**src/rtl/vram_arbiter.sv**
```systemverilog
// Frame-buffer arbiter: VGA scan-out has fixed priority, and a starvation counter guarantees CPU progress.
// Optional VRAM_ARB_STATS_EN adds grant/stall statistics outputs.
module vram_arbiter #(
    parameter int ADDR_W       = 17,
    parameter int DATA_W       = 8,
    parameter int STARVE_LIMIT = 4
) (
    input  logic              clk,
    input  logic              reset,
    input  logic              vga_req,
    input  logic [ADDR_W-1:0] vga_addr,
    output logic              vga_ack,
    output logic [DATA_W-1:0] vga_rdata,
    output logic              vga_rvalid,
    input  logic              cpu_req,
    input  logic              cpu_we,
    input  logic [ADDR_W-1:0] cpu_addr,
    input  logic [DATA_W-1:0] cpu_wdata,
    output logic              cpu_ack,
    output logic [DATA_W-1:0] cpu_rdata,
    output logic              cpu_rvalid,
    output logic              mem_en,
    output logic              mem_we,
    output logic [ADDR_W-1:0] mem_addr,
    output logic [DATA_W-1:0] mem_wdata,
    input  logic [DATA_W-1:0] mem_rdata
`ifdef VRAM_ARB_STATS_EN
    ,
    output logic [31:0]       stat_vga_grants,
    output logic [31:0]       stat_cpu_stalls
`endif
);

    localparam logic [7:0] LIMIT = 8'(STARVE_LIMIT);

    logic [7:0]        wait_cnt;
    logic              starved;
    logic              tag1_rd, tag1_cpu;
    logic              tag2_rd, tag2_cpu;
    logic [DATA_W-1:0] vga_hold, cpu_hold;

    always_comb begin
        starved = (wait_cnt == LIMIT);
        vga_ack = 1'b0;
        cpu_ack = 1'b0;
        if (!reset) begin
            if (cpu_req && (!vga_req || starved)) begin
                cpu_ack = 1'b1;
            end else if (vga_req) begin
                vga_ack = 1'b1;
            end
        end
    end

    always_ff @(posedge clk) begin
        if (reset) begin
            mem_en    <= 1'b0;
            mem_we    <= 1'b0;
            mem_addr  <= '0;
            mem_wdata <= '0;
            tag1_rd   <= 1'b0;
            tag1_cpu  <= 1'b0;
            tag2_rd   <= 1'b0;
            tag2_cpu  <= 1'b0;
            wait_cnt  <= '0;
        end else begin
            mem_en <= vga_ack | cpu_ack;
            mem_we <= cpu_ack & cpu_we;
            if (cpu_ack) begin
                mem_addr  <= cpu_addr;
                mem_wdata <= cpu_wdata;
            end else if (vga_ack) begin
                mem_addr  <= vga_addr;
            end
            // Tag pipeline: stage 1 covers the issue cycle, stage 2 the cycle RAM data is valid
            tag1_rd  <= vga_ack | (cpu_ack & ~cpu_we);
            tag1_cpu <= cpu_ack;
            tag2_rd  <= tag1_rd;
            tag2_cpu <= tag1_cpu;
            if (!cpu_req || cpu_ack) begin
                wait_cnt <= '0;
            end else if (!starved) begin
                wait_cnt <= wait_cnt + 8'd1;
            end
        end
    end

    assign vga_rvalid = tag2_rd & ~tag2_cpu & ~reset;
    assign cpu_rvalid = tag2_rd &  tag2_cpu & ~reset;

    // Read data passes straight through on the strobe cycle and is held afterwards.
    always_ff @(posedge clk) begin
        if (reset) begin
            vga_hold <= '0;
            cpu_hold <= '0;
        end else begin
            if (vga_rvalid) vga_hold <= mem_rdata;
            if (cpu_rvalid) cpu_hold <= mem_rdata;
        end
    end

    assign vga_rdata = vga_rvalid ? mem_rdata : vga_hold;
    assign cpu_rdata = cpu_rvalid ? mem_rdata : cpu_hold;

`ifdef VRAM_ARB_STATS_EN
    always_ff @(posedge clk) begin
        if (reset) begin
            stat_vga_grants <= '0;
            stat_cpu_stalls <= '0;
        end else begin
            if (vga_ack) stat_vga_grants <= stat_vga_grants + 32'd1;
            if (cpu_req && !cpu_ack) stat_cpu_stalls <= stat_cpu_stalls + 32'd1;
        end
    end
`endif

endmodule
```
**config.mk**
```make
export PLATFORM = sky130hd
export DESIGN_NAME = vram_arbiter
export DESIGN_NICKNAME = d
export VERILOG_FILES = /design/src/rtl/vram_arbiter.sv
export SDC_FILE = /design/constraint.sdc
export NUM_CORES = 1
export LEC_CHECK = 0
export ABC_AREA = 1
export CAP_MARGIN = 25
export CORE_MARGIN = 2
export CORE_UTILIZATION = 30
export CTS_CLUSTER_SIZE = 40
export DETAILED_ROUTE_END_ITERATION = 7
export GPL_TIMING_DRIVEN = 0
export MAX_ROUTING_LAYER = met4
export SLEW_MARGIN = 20
export SYNTH_ARGS = -nofsm -noshare
export SYNTH_HDL_FRONTEND = slang
export SYNTH_SLANG_ARGS = --single-unit
export TNS_END_PERCENT = 20
```
**constraint.sdc**
```tcl
create_clock -name clk -period 1.65 [get_ports clk]
set_clock_uncertainty 0.05 [all_clocks]
set_input_delay 0.33 -clock clk [delete_from_list [all_inputs] [get_ports clk]]
set_output_delay 0.33 -clock clk [all_outputs]
set_load 0.1 [all_outputs]
```
==> results of run 1 <==
## report_power, final
part / leakage, nW / internal, mW / switching (mW)
logic: 1.36 / 0.364 / 0.756
registers: 0.453 / 1.39 / 0.0277
clock network: 0.0515 / 0.384 / 0.432
## area by class of cell
| type | instances | area (sq um) | area share (%) |
|---|---|---|---|
| multi-input combinational | 221 | 1270 | 29.6 |
| clock buffer | 8 | 100 | 2.32 |
| timing repair buffer | 114 | 1340 | 31.1 |
| tap | 105 | 131 | 3.05 |
| sequential | 55 | 1110 | 25.8 |
| inverter | 57 | 230 | 5.35 |
| buffer | 16 | 123 | 2.85 |
## per-layer routing
| metal | global-route usage [%] | vias up |
|---|---|---|
| met4 | 2.90 | 0 |
| met1 | 19.9 | 1132 |
| met2 | 27.9 | 80 |
| met3 | 4.98 | 5 |
| met5 | - | - |
| li1 | - | 1334 |
## cell families after synthesis
kind of cell / synth area share (%)
AND/OR/NAND/NOR: 27.2
XOR/XNOR: 0.703
buffers and inverters: 12.4
flip-flops: 44.2
adder cells (fa/ha/maj): 1.00
AO/OA/AOI/OAI: 14.5
## path summary, 6_finish.rpt
kind,from,to,slack [ns],depth (start not counted)
worst min register to register,tag1_cpu$_SDFF_PP0_,tag2_cpu$_SDFF_PP0_,0.35,2
worst max register to register,wait_cnt[1]$_SDFFE_PP0N_,mem_addr[5]$_SDFFE_PP0P_,0.13,9
worst max-delay path,tag2_cpu$_SDFF_PP0_,vga_rdata[6],-0.32,6
worst min-delay path,tag1_cpu$_SDFF_PP0_,tag2_cpu$_SDFF_PP0_,0.35,2
## synthesized netlist by cell type
library cell   n  area, sq um
a211oi_1       8         60.1
a21oi_1       29          145
buf_1          1         3.75
buf_2          7         35.0
buf_4          3         22.5
buf_6          2         22.5
clkbuf_1       3         11.3
clkinv_1       1         3.75
dfxtp_1       55         1100
ha_1           2         25.0
inv_1         53          199
inv_2          3         11.3
nand2_1       45          169
nand2_4        1         11.3
nand3_1       30          150
nand3_2        1         10.0
nor2_1        55          206
nor3_2         1         10.0
nor3b_1        2         15.0
o21ai_0       26          130
o21ai_2        1         8.76
o21ai_4        1         16.3
or2_1          7         43.8
or2_2         10         62.6
xnor2_1        1         8.76
xor2_1         1         8.76
## cells in the final DEF (no fill, tap or decap), types with 5 or more instances in the layout
master / netlist / final
inv_2: 3 / 13
nand2_1: 45 / 42
a211oi_1: 8 / 8
or2_2: 10 / 7
nand3_1: 30 / 30
inv_1: 53 / 40
buf_12: 0 / 19
a21oi_1: 29 / 21
dfxtp_2: 0 / 5
clkbuf_8: 0 / 7
a21oi_4: 0 / 8
buf_2: 7 / 6
o21ai_0: 26 / 19
or2_1: 7 / 7
buf_6: 2 / 5
buf_4: 3 / 12
clkdlybuf4s15_2: 0 / 25
clkdlybuf4s50_1: 0 / 53
o21ai_2: 1 / 7
dfxtp_1: 55 / 49
nor2_1: 55 / 52
## through the flow
stage | hold WS [ns] | power, mW
after global routing | 0.369 | 3.51
final | 0.347 | 3.35
after floorplan | 0.329 | 2.17
after global placement | 0.333 | 2.50
after detailed placement | 0.337 | 2.50
after CTS | 0.351 | 3.37
## repair_timing
item                                    CTS  global route
pin swaps                                 7             4
setup buffers                             9             4
cloned                                    0             0
hold buffers                              0             0
endpoints found under the setup margin   77            34
gates resized for setup                 284            26
## state kept, by name, summed over array words and instances (netlist names)
signal and cells:
vga_hold 8, mem_wdata 8, wait_cnt 8, tag1_cpu 1, tag2_rd 1, cpu_hold 8
tag2_cpu 1, mem_we 1, tag1_rd 1, mem_en 1, mem_addr 17
## critical path, stage by stage (launching register included)
cell and delay, ns:
dfxtp_4 0.36, nor3_4 0.27, buf_6 0.18, or2_4 0.12, inv_2 0.04, a21oi_4 0.13
buf_12 0.19
==> impl_metrics.py, run 1 <==
metrics = {
    "outcome": {
        "status": "finished with violations",
        "violations": "setup timing",
    },
    "placed_design": {
        "dp_cells": 555,
        "hpwl_um": 5170,
        "dpl_cell_area_sq_um": 3760,
        "gp_congestion": 0.860,
        "pre_cts_ws_ns": -1.64,
        "portBuffers": 101,
    },
    "sta": {
        "finalMaxSlewViolations": 0,
        "relSlewSlack_pct": 62.1,
        "worst_pin_slew_ns": 0.572,
        "setup_slack_ns": -0.322,
        "hold_viol": 0,
        "setup-tns-final_ns": -4.61,
        "grt_setup_unrepaired": "yes",
        "min_period_over_period_pct": 120,
        "fmax_mhz": 507,
        "setup_viol": 19,
        "layout_min_cycle_time_ns": 1.97,
    },
    "grt": {
        "track_usage_pct": 16.6,
        "grt_pass1_vias": 2435,
        "grt_max_degree": 16,
        "gr-total-overflow": 0,
        "antenna_found_initial": 0,
        "grt_pass1_wl_um": 11500,
    },
    "clocking": {
        "cts_buffers": 5,
        "cts_sinks": 55,
        "cts_tree": "done",
        "clk_pin_slew_ns": 0.09,
        "clock_path_buffers": 2,
        "cts_max_level": 2,
        "insertion_delay_ns": 0.31,
        "cts_root_buf": "clkbuf_8",
    },
    "drt": {
        "ant_nets": 0,
        "vias_per_cell": 4.43,
        "drt-pass1-iter-count": 4,
        "dr_wl_met3_um": 529,
        "top_layer_used": "met4",
        "wl_met2_um": 3530,
        "wl_um": 7260,
        "drc": 0,
        "met1_length_um": 3140,
        "vias": 2551,
        "drt-initial-drc-count": 55,
        "wire_per_inst_um": 12.6,
    },
    "cells_and_area": {
        "diodes": 0,
        "post-route-util_pct": 52.9,
        "nets": 527,
        "final_area_sq_um": 4310,
        "drive_gt1_share_pct": 29.9,
        "area_growth_pct": 72.8,
        "layout.cells.non_filler": 576,
        "nFillCells": 760,
    },
    "critical_path": {
        "critPathKind": "reg2out",
        "start_kind": "register",
        "arrival_ns": 1.59,
        "end_kind": "output pin",
        "crit_required_ns": 1.27,
        "path_max_fanout": 7,
    },
    "synthesis": {
        "syn_inst": 349,
        "synth.distinct_cells": 26,
        "syn_area_per_cell_sq_um": 7.14,
        "ys_seq_area_share_pct": 44.2,
        "syn_area_sq_um": 2490,
        "ys_seq_elements": 55,
        "synth_warnings": 0,
        "synth_nets": 406,
    },
    "die": {
        "fp.dieH_um": 95.1,
        "die_area_sq_um": 9050,
        "core-area_sq_um": 8130,
        "rows": 33,
        "start_util_pct": 30.6,
        "die_x_um": 95.1,
        "ios": 102,
    },
    "min_path": {
        "hold_class": "reg2reg",
    },
    "pwr": {
        "peakVddDrop_mv": 0.345,
        "power_density_nw_per_um2": 779,
        "power.leakage_nw": 1.87,
    },
    "flow_run": {
        "cap_violations": 0,
    },
}
No activity file was read; power rests on OpenSTA's default activity.
==> run 2: changes to the inputs <==
==> constraint.sdc (replaced) <==
create_clock -name clk -period 2.1 [get_ports clk]
set_clock_uncertainty 0.05 [all_clocks]
set_input_delay 0.42 -clock clk [delete_from_list [all_inputs] [get_ports clk]]
set_output_delay 0.42 -clock clk [all_outputs]
set_load 0.1 [all_outputs]
==> impl_metrics.py, run 2 (synthesis gave the netlist of run 1 again) <==
metrics = {
    "critical_path": {
        "arrival_ns": 1.68,
        "crit_chain": "clkdlybuf4s15_2 > buf_6 > nor2_4 > nand2_4 > inv_6 > or2_2 > o21ai_2 > clkinvlp_4 > buf_6",
        "timing.critical_path.mode_cell": "buf_6",
        "slowest_stage": "or2_2",
        "start_kind": "primary input",
        "r2r-start": "wait_cnt[0]$_SDFFE_PP0N_",
        "crit_required_ns": 1.63,
        "critPathKind": "in2out",
        "end_kind": "output pin",
        "crit_path_max_incr_delay_ns": 0.28,
        "path_max_fanout": 9,
        "crit_family": "buffers and inverters",
        "worstPathBufferInverterCount": 5,
        "critPathLaunch": "reset",
    },
    "die": {
        "fp.dieH_um": 95.1,
        "ios": 102,
        "rows": 33,
        "start_util_pct": 30.6,
        "die_x_um": 95.1,
        "die_area_sq_um": 9050,
        "core-area_sq_um": 8130,
    },
    "pwr": {
        "power_density_nw_per_um2": 628,
        "power.leakage_nw": 1.92,
        "peakVddDrop_mv": 0.294,
    },
    "cells_and_area": {
        "area_growth_pct": 62.7,
        "final_cell_mix": "53 x nor2_1, 53 x clkdlybuf4s50_1, 52 x dfxtp_1",
        "diodes": 0,
        "largest-register": "mem_addr",
        "largest_reg_flops": 17,
        "drive_gt1_share_pct": 22.8,
        "layout.cells.non_filler": 574,
        "nets": 526,
    },
    "sta": {
        "setup_viol": 3,
        "setup_slack_ns": -0.0456,
        "grt_setup_unrepaired": "yes",
        "worst_pin_slew_ns": 0.998,
        "hold_viol": 0,
        "layout_min_cycle_time_ns": 2.15,
        "finalMaxSlewViolations": 0,
        "relSlewSlack_pct": 33.8,
        "fmax_mhz": 466,
        "min_period_over_period_pct": 102,
    },
    "clocking": {
        "cts_max_level": 2,
        "insertion_delay_ns": 0.30,
        "cts_sinks": 55,
        "cts_root_buf": "clkbuf_8",
        "clk_pin_slew_ns": 0.09,
        "cts_tree": "done",
        "clock_path_buffers": 2,
        "cts_buffers": 5,
    },
    "placed_design": {
        "dp_cells": 555,
        "gp_congestion": 0.883,
        "pre_cts_ws_ns": -1.38,
        "portBuffers": 101,
        "hpwl_um": 5140,
    },
    "drt": {
        "vias": 2572,
        "drt-initial-drc-count": 38,
        "wire_per_inst_um": 12.0,
        "drt-pass1-iter-count": 4,
        "ant_nets": 0,
        "drc": 0,
        "wl_um": 6900,
        "vias_per_cell": 4.48,
    },
    "grt": {
        "grt_pass1_vias": 2396,
        "grtUsageMet1_pct": 19.2,
        "antenna_found_initial": 0,
        "grt_pass1_wl_um": 11100,
        "grtUsageMet3_pct": 5.38,
        "track_usage_pct": 15.7,
        "grt-busiest-layer": "met2",
        "grt_max_degree": 16,
        "met2_usage_pct": 25.4,
        "gr-total-overflow": 0,
    },
    "outcome": {
        "violations": "setup timing",
        "status": "finished with violations",
    },
    "flow_run": {
        "cap_violations": 0,
    },
    "min_path": {
        "min-delay-start": "tag1_rd$_SDFF_PP0_",
        "hold_class": "reg2reg",
    },
}
## run 2: stage by stage
step	area [sq um]	hold slack, ns	utilization (%)	power [mW]	TNS (ns)
after detailed placement	3710	0.347	45.6	1.96	-25.84
after global placement	3710	0.343	45.6	1.95	-25.34
after global routing	4050	0.386	49.8	2.67	-0.764
final	4050	0.351	49.8	2.55	-0.0613
after CTS	3910	0.359	48.1	2.55	-0.0444
after floorplan	2570	0.338	-	1.70	-1.14
## run 2: repair_timing
item / CTS / global route
hold buffers: 0 / 0
endpoints found under the setup margin: 47 / 18
resized for setup: 191 / 40
setup buffers: 8 / 4
pin swaps: 2 / 3
## run 2: layer usage
metal / part of all wire, % / up-vias
met3: 8.2 / 11
met5: 0 / -
met4: 1.2 / 0
li1: - / 1334
met1: 45 / 1142
met2: 45 / 85
## run 2: final timing paths
kind	end	slack, ns	cells past startpoint
worst max-delay path	cpu_rdata[1]	-0.05	9
worst min-delay path	tag2_rd$_SDFF_PP0_	0.35	2
worst max register to register	mem_addr[6]$_SDFFE_PP0P_	0.45	9
worst min register to register	tag2_rd$_SDFF_PP0_	0.35	2
## run 2: tightest hold or removal path, stage by stage (launching register included)
cell	delay, ns
dfxtp_1	0.31
inv_1	0.04
nor2_1	0.03
## run 2: cell type report
| class | instances | area [sq um] |
|---|---|---|
| clock buffer | 6 | 82.6 |
| tap | 105 | 131 |
| sequential | 55 | 1100 |
| multi-input combinational | 221 | 1200 |
| buffer | 16 | 113 |
| inverter | 57 | 230 |
| timing repair buffer | 113 | 1190 |
| clock inverter | 1 | 5.00 |
| fill | 827 | 4080 |
## run 2: power by group
part	switching (mW)	internal [mW]	leakage, nW	total [mW]
logic	0.583	0.257	1.42	0.840
registers	0.0219	1.09	0.452	1.12
clock network	0.331	0.260	0.0470	0.591
total	0.936	1.61	1.92	2.55
==> run 3: changes to the inputs <==
==> constraint.sdc (replaced) <==
create_clock -name clk -period 2.3 [get_ports clk]
set_clock_uncertainty 0.05 [all_clocks]
set_input_delay 0.46 -clock clk [delete_from_list [all_inputs] [get_ports clk]]
set_output_delay 0.46 -clock clk [all_outputs]
set_load 0.1 [all_outputs]
==> impl_metrics.py, run 3 (synthesis gave the netlist of run 1 again) <==
metrics = {
    "outcome": {
        "status": "finished, final reports clean",
    },
    "grt": {
        "grt_pass1_vias": 2301,
        "track_usage_pct": 15.3,
        "grt_pass1_wl_um": 10800,
        "antenna_found_initial": 0,
        "grt_max_degree": 17,
        "gr-total-overflow": 0,
    },
    "critical_path": {
        "arrival_ns": 1.73,
        "end_kind": "output pin",
        "path_max_fanout": 9,
        "crit_chain": "clkdlybuf4s15_2 > buf_6 > nor2_2 > nand2_4 > inv_4 > clkdlybuf4s15_2",
        "crit_required_ns": 1.79,
        "slowest_stage": "clkdlybuf4s15_2",
        "critPathKind": "in2out",
        "crit_path_max_incr_delay_ns": 0.56,
        "start_kind": "primary input",
        "worstPathBufferInverterCount": 4,
        "timing.critical_path.mode_cell": "clkdlybuf4s15_2",
        "crit_family": "buffers and inverters",
    },
    "min_path": {
        "hold_class": "reg2reg",
    },
    "pwr": {
        "seqPwrFrac_pct": 40.7,
        "power_density_nw_per_um2": 640,
        "p_comb_share_pct": 29.3,
        "total_power_mw": 2.50,
        "p_clk_share_pct": 30.0,
        "p_switching_uw": 853,
        "p_int_mw": 1.65,
        "peakVddDrop_mv": 0.402,
        "power.leakage_nw": 1.94,
        "p_sw_share_pct": 34.1,
    },
    "clocking": {
        "cts_hold_buffers": 0,
        "insertion_delay_ns": 0.30,
        "cts_root_buf": "clkbuf_8",
        "clock_path_buffers": 2,
        "cts_sinks": 55,
        "cts_max_level": 2,
        "cts_tree": "done",
        "clk_pin_slew_ns": 0.10,
        "cts_buffers": 5,
    },
    "sta": {
        "relSlewSlack_pct": 33.6,
        "min_period_over_period_pct": 97.5,
        "hold_viol": 0,
        "layout_min_cycle_time_ns": 2.24,
        "finalMaxSlewViolations": 0,
        "fmax_mhz": 446,
        "worst_pin_slew_ns": 1.00,
        "setup_viol": 0,
        "setup-tns-final_ns": 0,
        "finalHoldWorstSlack_ns": 0.357,
    },
    "cells_and_area": {
        "area_growth_pct": 56.7,
        "nets": 520,
        "largest_reg_flops": 17,
        "final_common_cell": "dfxtp_1",
        "diodes": 0,
        "drive_gt1_share_pct": 17.9,
        "final_area_sq_um": 3900,
        "final_cell_mix": "55 x dfxtp_1, 53 x nor2_1, 53 x clkdlybuf4s50_1",
        "largest-register": "mem_addr",
        "nFillCells": 817,
        "layout.cells.non_filler": 569,
    },
    "die": {
        "die_area_sq_um": 9050,
        "die_x_um": 95.1,
        "rows": 33,
        "ios": 102,
        "fp.dieH_um": 95.1,
        "start_util_pct": 30.6,
        "core-area_sq_um": 8130,
    },
    "drt": {
        "drc": 0,
        "ant_nets": 0,
        "vias_per_cell": 4.40,
        "drt-initial-drc-count": 90,
        "vias": 2505,
        "drt-pass1-iter-count": 5,
        "wl_um": 6670,
        "wire_per_inst_um": 11.7,
    },
    "flow_run": {
        "cap_violations": 0,
    },
    "placed_design": {
        "dp_cells": 555,
        "hpwl_um": 5050,
        "gp_congestion": 0.873,
        "dpl_cell_area_sq_um": 3700,
        "portBuffers": 101,
    },
}
==> run 3: cell count changes in the layout (fill, tap and decap cells not counted), sizes merged <==
cell           delta
bufinv            +2
clkdlybuf4s15     +1
clkinv            -1
dlymetal6s2s      +6
buf               -7
dlygate4sd2       -6
==> run 3: layout make-up <==
class                           count  area [sq um]  area share (%)
Timing Repair Buffer              107          1060            27.1
Multi-Input combinational cell    221          1150            29.5
Sequential cell                    55          1100            28.2
Inverter                           57           224            5.74
Clock inverter                      2          60.1            1.54
Buffer                             16           105            2.69
Clock buffer                        6          72.6            1.86
Tap cell                          105           131            3.37
==> run 3: worst paths after layout <==
check                                                 end  cells past startpoint                     start  slack [ns]
worst max register to register  mem_addr[15]$_SDFFE_PP0P_                      9  wait_cnt[0]$_SDFFE_PP0N_        0.68
worst min-delay path                  tag2_cpu$_SDFF_PP0_                      2       tag1_cpu$_SDFF_PP0_        0.36
worst min register to register        tag2_cpu$_SDFF_PP0_                      2       tag1_cpu$_SDFF_PP0_        0.36
worst max-delay path                           cpu_rvalid                      6                     reset        0.06
==> run 3: through the flow <==
| step | worst slack [ns] | util (%) |
|---|---|---|
| 3_3_place_gp | -1.24 | 45.5 |
| 5_1_grt | -0.000733 | 48.0 |
| 6_report | 0.0567 | 48.0 |
| 3_5_place_dp | -1.23 | 45.5 |
| 4_1_cts | -0.0164 | 46.9 |
| 2_1_floorplan | -0.0866 | - |
==> run 3: per-layer routing <==
layer	GRT usage [%]	up-vias	routed length, um
li1	-	1315	-
met1	20.5	1100	3180
met2	23.5	88	2960
met3	4.19	2	505
met4	2.54	0	24
met5	-	-	0
==> run 3: what timing repair did <==
action	4_1_cts	5_1_grt
pin swaps	1	1
buffers inserted	1	5
setup endpoints to repair	41	26
resized for setup	153	15
==> run 3: tightest hold or removal path, delay by kind of cell (launching register included) <==
kind | cells | cell delay (ns)
flip-flops | 1 | 0.31
AND/OR/NAND/NOR | 1 | 0.03
buffers and inverters | 1 | 0.04
==> run 3: power by group through the flow <==
stage | registers, mW | clock network, mW | logic, mW
finish | 1.02 | 0.749 | 0.732
global route | 1.02 | 0.805 | 0.775
CTS | 1.02 | 0.768 | 0.730
detailed placement | 1.04 | 0 | 0.745
global placement | 1.04 | 0 | 0.745
floorplan | 1.29 | 0 | 0.259
